File: config.mk
export PLATFORM = sky130hd
export DESIGN_NAME = reg_write_queue
export DESIGN_NICKNAME = d
export VERILOG_FILES = /design/src/rtl/reg_write_queue.sv
export SDC_FILE = /design/constraint.sdc
export NUM_CORES = 1
export LEC_CHECK = 0
export ABC_CLOCK_PERIOD_IN_PS = 2450
export BUFFER_PORTS_ARGS = -buffer_cell sky130_fd_sc_hd__buf_2
export CAP_MARGIN = 0
export CORE_ASPECT_RATIO = 1.4
export CORE_MARGIN = 2
export CORE_UTILIZATION = 45
export CTS_BUF_LIST = sky130_fd_sc_hd__clkbuf_8
export CTS_CLUSTER_DIAMETER = 150
export DETAILED_ROUTE_END_ITERATION = 7
export GPL_ROUTABILITY_DRIVEN = 0
export MAX_ROUTING_LAYER = met4
export PLACE_DENSITY = 0.76
export SKIP_LAST_GASP = 1
export SYNTH_ARGS = -nofsm -noshare
export SYNTH_HDL_FRONTEND = slang
export SYNTH_SLANG_ARGS = --single-unit
File: constraint.sdc
create_clock -name CLK -period 2.45 [get_ports CLK]
set_input_delay 0.1225 -clock CLK [delete_from_list [all_inputs] [get_ports CLK]]
set_output_delay 0.1225 -clock CLK [all_outputs]
set_load 0.005 [all_outputs]
File: src/rtl/reg_write_queue.sv
// rtl/reg_write_queue.sv - in-order register-file writeback queue fed by memory and ALU
module reg_write_queue #(
    parameter int DEPTH = 4
) (
    input  logic        CLK,
    input  logic        RST,
    input  logic        memValid,
    input  logic [2:0]  memDest,
    input  logic [15:0] memData,
    input  logic        aluValid,
    input  logic [2:0]  aluDest,
    input  logic [15:0] aluData,
    input  logic        drainEn,
    output logic        memReady,
    output logic        aluReady,
    output logic        regWrite,
    output logic [2:0]  regDest,
    output logic [15:0] DataWrite,
    output logic [7:0]  busyMask,
    output logic [3:0]  count
);

    localparam int          PTR_W = $clog2(DEPTH);
    localparam logic [3:0]  FULL  = 4'(DEPTH);

    logic [2:0]       destMem [DEPTH];
    logic [15:0]      dataMem [DEPTH];
    logic [PTR_W-1:0] rdPtr;
    logic [PTR_W-1:0] wrPtr;
    logic [PTR_W-1:0] offset;
    logic             notFull;
    logic             push;
    logic [2:0]       pushDest;
    logic [15:0]      pushData;

    // Acceptance uses only the registered count; memory always wins over the ALU.
    always_comb begin
        notFull  = !RST && (count < FULL);
        memReady = memValid && notFull;
        aluReady = aluValid && !memValid && notFull;
        push     = memReady || aluReady;
        pushDest = memValid ? memDest : aluDest;
        pushData = memValid ? memData : aluData;
    end

    // Head entry presented to the register file; zeros while the queue is empty.
    always_comb begin
        regWrite  = drainEn && (count != 4'd0);
        regDest   = 3'd0;
        DataWrite = 16'd0;
        if (count != 4'd0) begin
            regDest   = destMem[rdPtr];
            DataWrite = dataMem[rdPtr];
        end
    end

    // Entry i is live when its distance from the head is below count.
    always_comb begin
        busyMask = 8'd0;
        offset   = '0;
        for (int i = 0; i < DEPTH; i++) begin
            offset = PTR_W'(i) - rdPtr;
            if (4'(offset) < count) begin
                busyMask[destMem[i]] = 1'b1;
            end
        end
    end

    // Storage is not reset; liveness comes entirely from the pointers and count.
    always_ff @(posedge CLK) begin
        if (push) begin
            destMem[wrPtr] <= pushDest;
            dataMem[wrPtr] <= pushData;
        end
    end

    // Pointers wrap naturally at the power-of-two depth; push and pop may coincide.
    always_ff @(posedge CLK or posedge RST) begin
        if (RST) begin
            rdPtr <= '0;
            wrPtr <= '0;
            count <= 4'd0;
        end else begin
            if (push) begin
                wrPtr <= wrPtr + 1'b1;
            end
            if (regWrite) begin
                rdPtr <= rdPtr + 1'b1;
            end
            case ({push, regWrite})
                2'b10:   count <= count + 4'd1;
                2'b01:   count <= count - 4'd1;
                default: count <= count;
            endcase
        end
    end

endmodule
==> metrics, run 1 <==
top post-synthesis cells by count edfxtp_1 (76), mux2_2 (19), mux4_2 (19), inv_1 (13), nor2b_1 (12); ANT cells 0; VDD IR-drop max 527.3 uV; Post-DP Area 4716 um^2; post-DP HPWL 5961 um; leading area contributor after synthesis edfxtp_1; Fmax achieved 428.4 MHz; CTS Buf Count 9; setup_tns 0 ps; H-tree lvl count 3; Final setup viols 0; via density per instance 5.344; Initial Utilization 46.08%; Gate Count Post-Synth 268; # IOs 77; Unique masters post-synth 47; Crit. End Element flop; # rows approximately 40; Clock Latency Late Sink 340 ps; Final Util 55.26%; Die H 117.4 um; Worst Skew 7.008 ps; crit path max fanout 4; crit path DAT 2600 ps; Max Transition Viols Final 0; relative slew slack 68.02%; total wire length 8274 um; die area 9986 um^2; register area share after synthesis 60.01%; Final Instance Area approximately 5000 um^2; count leader, synth edfxtp_1; async set-reset flop share out of synthesis under 10%; Reg power frac a little under two fifths; Ys Warns 0; Core ar. 8977 um^2; total track usage approximately 18%; antenna-violating nets left 0; status finished clean; TritonRoute pass-1 iters 4; Post-synth EDFFs 76; die width ~85 um; total power ~5.0 mW; Sink Count 84; worst endpoint required time between 2000 and 3000 ps; DRC 0; P_leak between 1.5 and 2 nW; Fin. Hold Viols 0; vias after detailed routing 2517; Worst Hold Class in2reg; first-pass GRT wire length 13120 um; Syn Std Cell Area 4136 um^2; worst slew pin tran 478.0 ps; port bufs 76; Clock Power Share approximately 15%; nets@finish 415; period utilisation layout 95.28%; top cells by area, synth edfxtp_1 (55%), mux4_2 (10%), mux2_2 (5.2%), dfrtp_1 (4.8%), ha_1 (3.3%); FF/Latch Area 2485 um^2; Worst-path clk slew 70 ps; CP Class reg2reg; P&R area growth vs syn 19.93%; internal power 3.267 mW; global route total overflow 0; top cell type's share of synthesized area 55.17%; Main synth FF type edfxtp_1; syn nets 323; routed len/inst 17.57 um; Comb pwr share 47.2%; vias in the first global route about 2.6k; Critical Path Start Type flop; Max-Cap Viols 0; syn avg cell area 15.43 um^2; switching share of power about a third; PwrDens 1003 nW/um^2; Root Buffer clkbuf_8; FF+latch count, synth 84; clk buf depth 2; Net Sw Power 1.709 mW; share of cells above drive strength 1 45.88%; multi-input logic area roughly 1600 um^2; pin count of the biggest net entering global routing 26; antenna violations before repair 0; CTS tree yes; 1st-iter DRT viols 73; final worst path period need 2334 ps; RSZ-0062 raised after global routing true; Filler cells 716
cell families (layout without fill, tap and decap cells):
kind of cell | after synthesis | count (layout) | synth area share, %
mux | 39 | 39 | 15.76
simple gates | 71 | 71 | 10.41
compound gates | 27 | 27 | 5.687
buf+inv | 28 | 124 | 2.843
flops | 84 | 84 | 60.01
xor+xnor | 7 | 7 | 1.482
fa+ha+maj | 12 | 12 | 3.811
power groups by stage:
stage | Clock, mW | Sequential [mW] | Combinational, mW
5_1_grt | 0.853 | 1.88 | 2.59
3_3_place_gp | 0 | 1.87 | 2.19
2_1_floorplan | 0 | 1.86 | 1.51
4_1_cts | 0.795 | 1.86 | 2.25
3_5_place_dp | 0 | 1.89 | 2.23
6_report | 0.764 | 1.86 | 2.35
registers in the layout (all words and copies together) (netlist names):
| name | count |
|---|---|
| rdPtr | 2 |
| destMem | 12 |
| wrPtr | 2 |
| count | 4 |
| dataMem | 64 |
through the flow:
step           cells  hold slack (ps)  setup slack [ps]
3_5_place_dp     453            134.7             77.39
6_report         471            92.02             115.7
2_1_floorplan    268           -56.78             34.37
5_1_grt          471            90.02            -41.52
3_3_place_gp     453            126.0             173.4
4_1_cts          469            69.15           0.01776
critical path, cell delays in order, from the launching register on:
cell and delay, ps:
dfrtp_1 420, or2_4 270, nor3_2 130, and2b_1 240, ha_1 280, ha_4 310, nand3_1 90, and3_1 180
nor3_1 180, xor2_1 160
final timing paths:
path	from	endpoint	slack [ps]	cells after the start
worst max-delay path	count[3]	count[3]	120	9
worst min-delay path	drainEn	rdPtr[1]	90	3
worst max register to register	count[3]	count[3]	120	9
worst min register to register	count[3]	count[3]	520	1
max in group asynchronous	RST	rdPtr[0]	1840	3
min in group asynchronous	RST	count[3]	330	3
layer usage:
layer	global-route usage (%)	vias up	routed length, um
met5	-	-	0
met1	19.08	1227	3079
met2	31.01	70	4651
li1	-	1210	-
met3	3.659	10	370
met4	8.929	0	172
cells in the final DEF (no fill, tap or decap), types with 2 or more instances in the layout:
cell       n
edfxtp_1  76
and2b_1    8
dfrtp_2    2
buf_2     76
buf_4     18
o31ai_4    3
a311o_1    3
clkinv_2   2
o21ai_0    2
nor2_2     2
or3_1      3
o221ai_1   2
xor2_1     4
or2_2      2
ha_1      10
dfrtp_1    6
a21oi_1    2
nand2_1    8
nand3_1    2
nand2b_1   3
and3_1     3
xnor2_1    3
nand3b_1   5
nor3_1     3
clkbuf_8   9
nor2b_1   12
inv_1     14
nor3_2     2
mux4_2    19
clkinv_1   2
mux2_2    19
nor2_1     7
o22ai_1    5
o22a_1     3
and2_1     4
nor3b_2    3
cell type report:
class	instances	area share [%]
timing repair buffer	96	10.82
tap	107	2.699
inverter	13	0.9836
sequential	84	50.09
clock inverter	6	0.5044
multi-input combinational	156	32.41
clock buffer	9	2.497
timing repair:
action	4_1_cts	5_1_grt
buffers inserted	0	2
setup endpoints to repair	2	9
resized for setup	1	15
hold buffers	1	0
hold endpoints to repair	8	0
Power figures use the tool's default switching activity.
==> inputs of run 2 (changes only) <==
GPL_TIMING_DRIVEN = 0   (was unset)
==> metrics, run 2 (same netlist as run 1, synthesis figures left out) <==
Fmax achieved about 400 MHz; dpl ws -195.8 ps; Max-Cap Viols 0; CTS tree yes; via density per instance between 5 and 6; 1st-iter DRT viols 148; crit path DAT 2340 ps; antenna-violating nets left 0; Fin. Hold Viols 0; Initial Utilization a little under half; share of cells above drive strength 1 a little under half; CP Class reg2out; Crit. End Element output port; RSZ-0062 raised after global routing true; # rows 41; status complete, but fails checks; max reg flops 64; post-DP HPWL 5999 um; Core ar. 8977 um^2; P_leak 1.892 nW; most common cell after layout, fill and taps aside buf_2; die width 85.03 um; worst r2r src count[3]; worst slew pin tran 1009 ps; relative slew slack ~33%; Die H 117.4 um; VDD IR-drop max 435.8 uV; period utilisation layout 100.5%; CP bufs+invs 2; port bufs between 70 and 80; placed insts roughly 450; die area 9986 um^2; CTS Buf Count 9; worst endpoint required time 2330 ps; Worst Skew 10.74 ps; Critical Path Start rdPtr[0]; PwrDens 1057 nW/um^2; Filler cells 707; H-tree lvl count 3; kind of cell adding the most delay to the critical path flip-flops; vias after detailed routing 2609; Worst Hold Class in2reg; CP max-delay cell dfrtp_1; global route total overflow 0; Max Transition Viols Final 0; hold path startpoint drainEn; TritonRoute pass-1 iters 4; clk buf depth 2; ANT cells 0; Critical Path Start Type flop; total track usage about a fifth; failing checks setup timing; Post-DP Area 4651 um^2; # IOs 77; routed len/inst 18.37 um; Root Buffer clkbuf_8; setup_tns -11.77 ps; final worst slack -11.77 ps; CP peak stage delay ~440 ps; critical-path cell list buf_12 > xor2_4 > ha_4 > nor2_4 > o31ai_4 > o22ai_1 > or3_1 > buf_2; DRC 0; biggest regs dataMem (64), destMem (12), count (4); Final Util 56.24%; Final Instance Count excl. Fillers 475; total wire length 8725 um; final worst path period need 2462 ps; Clock Latency Late Sink roughly 350 ps; Sink Count 84; nets@finish 418; Final setup viols 1; Largest Register dataMem; antenna violations before repair 0; pin count of the biggest net entering global routing 20; Worst-path clk slew 80 ps; most frequent cells in the layout buf_2 (77), edfxtp_1 (76), mux4_2 (19), mux2_2 (19), nor2b_1 (12); Final Instance Area 5049 um^2; first-pass GRT wire length 13820 um; vias in the first global route 2728; P&R area growth vs syn 22.05%; crit path max fanout 4
==> run 2: changes by cell type in the layout (fill, tap and decap cells not counted), sizes merged <==
| cell | delta |
|---|---|
| clkbuf | +6 |
| buf | -3 |
| clkinv | +1 |
| clkinvlp | +1 |
| inv | -1 |
==> run 2: routing by layer <==
layer  vias to the layer above  GRT usage (%)  share of wire [%]
met5                         -              -                  0
met4                         0          7.837                2.4
met3                        17          3.378                4.3
met2                        75          32.76                 55
met1                      1297          20.84                 38
li1                       1220              -                  -
==> run 2: layout make-up <==
| cell class | count | area, um^2 | share of cell area, % |
|---|---|---|---|
| multi-input combinational | 156 | 1683 | 33.33 |
| inverter | 13 | 48.80 | 0.9665 |
| buffer | 12 | 73.82 | 1.462 |
| clock inverter | 7 | 35.03 | 0.6939 |
| tap | 107 | 133.9 | 2.652 |
| timing repair buffer | 87 | 465.4 | 9.219 |
| sequential | 84 | 2485 | 49.22 |
| clock buffer | 9 | 123.9 | 2.454 |
==> run 2: final timing paths <==
kind / endpoint / slack [ps] / cells past startpoint
max in group asynchronous: rdPtr[1] / 1870 / 3
min in group asynchronous: rdPtr[0] / 310 / 3
max reg2reg: count[3] / 50 / 10
min reg2reg: count[3] / 500 / 1
min: rdPtr[1] / 100 / 3
max: busyMask[3] / -10 / 8
==> run 2: through the flow <==
stage	hold slack (ps)	power, mW
after CTS	43.82	5.174
final	98.82	5.335
after global placement	114.0	4.006
after detailed placement	126.2	4.072
after floorplan	-56.78	3.371
after global routing	110.3	5.652
==> run 2: worst register-to-register path: stages, from the launching register on <==
cell     delay (ps)
dfrtp_1         410
or2_1           220
buf_6           140
nor3_4          190
and2b_2         280
ha_4            180
ha_4            290
nand3_2          80
and3_1          200
nor3_2          190
xor2_1          160
==> run 2: repair_timing <==
item,CTS,global route
gates resized for setup,27,14
pin swaps,11,8
gates cloned,0,0
hold buffers,1,0
endpoints found under the hold margin,8,0
setup endpoints to repair,85,65
buffers inserted,6,4
==> run 2: power breakdown <==
| group | internal (mW) | leakage, nW | switching, mW | total [mW] |
|---|---|---|---|---|
| Combinational | 1.33 | 1.03 | 1.33 | 2.65 |
| Clock | 0.353 | 0.0874 | 0.451 | 0.804 |
| Sequential | 1.76 | 0.779 | 0.112 | 1.88 |
==> inputs of run 3 (changes only) <==
ABC_AREA = 1   (was unset)
==> metrics, run 3 <==
antenna violations before repair 0; P_leak 2.112 nW; # IOs 77; Gate Count Post-Synth 404; post-DP HPWL 7435 um; total power 5.550 mW; biggest regs dataMem (64), destMem (12), count (4); count leader, synth edfxtp_1; RSZ-0062 raised after global routing false; placed insts 594; clk buf depth 2; hold path startpoint memData[4]; via density per instance 5.571; ANT cells 0; total track usage 21.31%; syn nets approximately 460; Largest Register dataMem; syn avg cell area 10.75 um^2; Clock Power Share 16.1%; antenna-violating nets left 0; Crit. End Element output port; switching share of power between 40% and 50%; Fmax achieved 441.1 MHz; async set-reset flop share out of synthesis 9.524%; final worst slack roughly 180 ps; worst r2r src count[3]; Root Buffer clkbuf_8; setup_tns 0 ps; P&R area growth vs syn 18.61%; die width a little under 90 um; port bufs 76; Filler cells about 810; share of cells above drive strength 1 30.54%; crit path max fanout 9; PwrDens 1077 nW/um^2; VDD IR-drop max 508.9 uV; Worst Hold Class in2reg; status finished clean; Clock Latency Late Sink 350 ps; H-tree lvl count 3; CTS Buf Count 9; top cells by area, synth edfxtp_1 (53%), nand3_1 (7.7%), nand2_1 (6.0%), mux2_2 (4.9%), dfrtp_1 (4.6%); Fin. Hold Viols 0; TritonRoute pass-1 iters 5; top cell type's share of synthesized area 52.55%; period utilisation layout a little over 90%; global route total overflow 0; dpl ws 342.9 ps; Core ar. 9407 um^2; relative slew slack 56.34%; DRC 0; # rows 42; most common cell after layout, fill and taps aside buf_2; Critical Path Start rdPtr[1]; Main synth FF type edfxtp_1; total wire length about 10000 um; leading area contributor after synthesis edfxtp_1; Comb pwr share 49.8%; die area 10460 um^2; internal power 3.283 mW; Final Instance Count excl. Fillers 611; FF+latch count, synth 84; Unique masters post-synth 33; Net Sw Power 2.266 mW; first-pass GRT wire length 16390 um; CP Class reg2out; Final setup viols 0; pin count of the biggest net entering global routing 17; Max Transition Viols Final 0; Worst Skew roughly 8 ps; worst slew pin tran 654.1 ps; register area share after synthesis a little under three fifths; final worst path period need 2267 ps; Syn Std Cell Area approximately 4300 um^2; Ys Warns 0; Reg power frac between 30% and 40%; Max-Cap Viols 0; top post-synthesis cells by count edfxtp_1 (76), nand2_1 (69), nand3_1 (67), inv_1 (37), nor2_1 (37); Sink Count 84; Die H between 100 and 150 um; vias after detailed routing 3404; routed len/inst 17.02 um; Worst-path clk slew 80 ps; crit path DAT 2140 ps; Critical Path Start Type flop; 1st-iter DRT viols 196; worst endpoint required time between 2000 and 2500 ps; max reg flops between 60 and 70; Hold Crit Depth 2; vias in the first global route around 3.5k; nets@finish 551; Post-synth EDFFs 76; r2r worst-path depth 11; Initial Utilization 46.17%; most frequent cells in the layout buf_2 (86), edfxtp_1 (76), nand2_1 (69), nand3_1 (67), inv_1 (41); CTS tree yes
==> run 3: cell types whose count changed after synthesis, sizes merged, moves of 4 or more <==
cell	change
nor2	+29
mux4	-19
a41oi	+16
clkbuf	-5
and2	-4
nand4	+5
nand2	+67
and2b	-8
buf	+9
inv	+26
nor2b	-12
nand3	+68
==> run 3: per-layer routing <==
metal / GRT usage (%) / part of all wire (%) / up-vias
li1: - / - / 1607
met1: 22.35 / 37 / 1615
met2: 37.55 / 55 / 158
met3: 3.686 / 5.5 / 24
met4: 11.04 / 2.3 / 0
met5: - / 0 / -
==> run 3: cells by family after synthesis <==
logic type / after synthesis / share of synthesized area (%)
AND/OR/NAND/NOR: 199 / 21.12
buffers and inverters: 58 / 6.194
XOR/XNOR: 5 / 1.009
adder cells (fa/ha/maj): 12 / 3.630
flip-flops: 84 / 57.16
multiplexers: 19 / 4.927
AO/OA/AOI/OAI: 27 / 5.964
==> run 3: path summary, 6_finish.rpt <==
kind	to	slack [ps]
max in group asynchronous	rdPtr[0]	1910
min	dataMem[2][4]	130
min reg2reg	count[2]	550
min in group asynchronous	wrPtr[0]	290
max reg2reg	count[3]	330
max	busyMask[7]	180
==> run 3: final cells by class <==
cell class	count	area (um^2)	share of cell area [%]
Buffer	19	122.6	2.380
Clock buffer	9	123.9	2.405
Clock inverter	7	52.55	1.020
Inverter	39	153.9	2.988
Multi-Input combinational cell	262	1607	31.19
Sequential cell	84	2482	48.19
Tap cell	110	137.6	2.672
Timing Repair Buffer	81	471.7	9.157
==> run 3: power groups by stage <==
stage / Sequential (mW) / Clock (mW) / Combinational, mW
finish: 1.89 / 0.892 / 2.76
global route: 1.92 / 0.961 / 3.06
CTS: 1.89 / 0.901 / 2.72
detailed placement: 1.92 / 0 / 2.71
global placement: 1.93 / 0 / 2.56
floorplan: 1.91 / 0 / 1.75
==> run 3: worst max-delay path, cell delays in order (launching register included) <==
cell and delay [ps]:
dfrtp_1 390, buf_4 170, clkinv_4 90, nand2_1 110, nand2_1 100, inv_1 70, ha_1 280, nand2_1 60
nand2_1 80, nand2_2 120, nand2_1 100, nand4_1 90, buf_2 130
==> run 3: through the flow <==
stage          hold slack (ps)  area (um^2)  utilization, %
6_report                 129.3         5151           54.76
5_1_grt                  117.1         5151           54.76
4_1_cts                  116.7         5139           54.63
3_5_place_dp             110.3         4952           52.65
3_3_place_gp             105.0         4861           51.68
2_1_floorplan           -61.84         4343               -
==> run 3: timing repair <==
| item | 4_1_cts | 5_1_grt |
|---|---|---|
| endpoints found under the setup margin | 0 | 8 |
| endpoints found under the hold margin | 8 | 0 |
| hold buffers | 1 | 0 |
| buffers inserted | 0 | 0 |
| resized for setup | 0 | 5 |
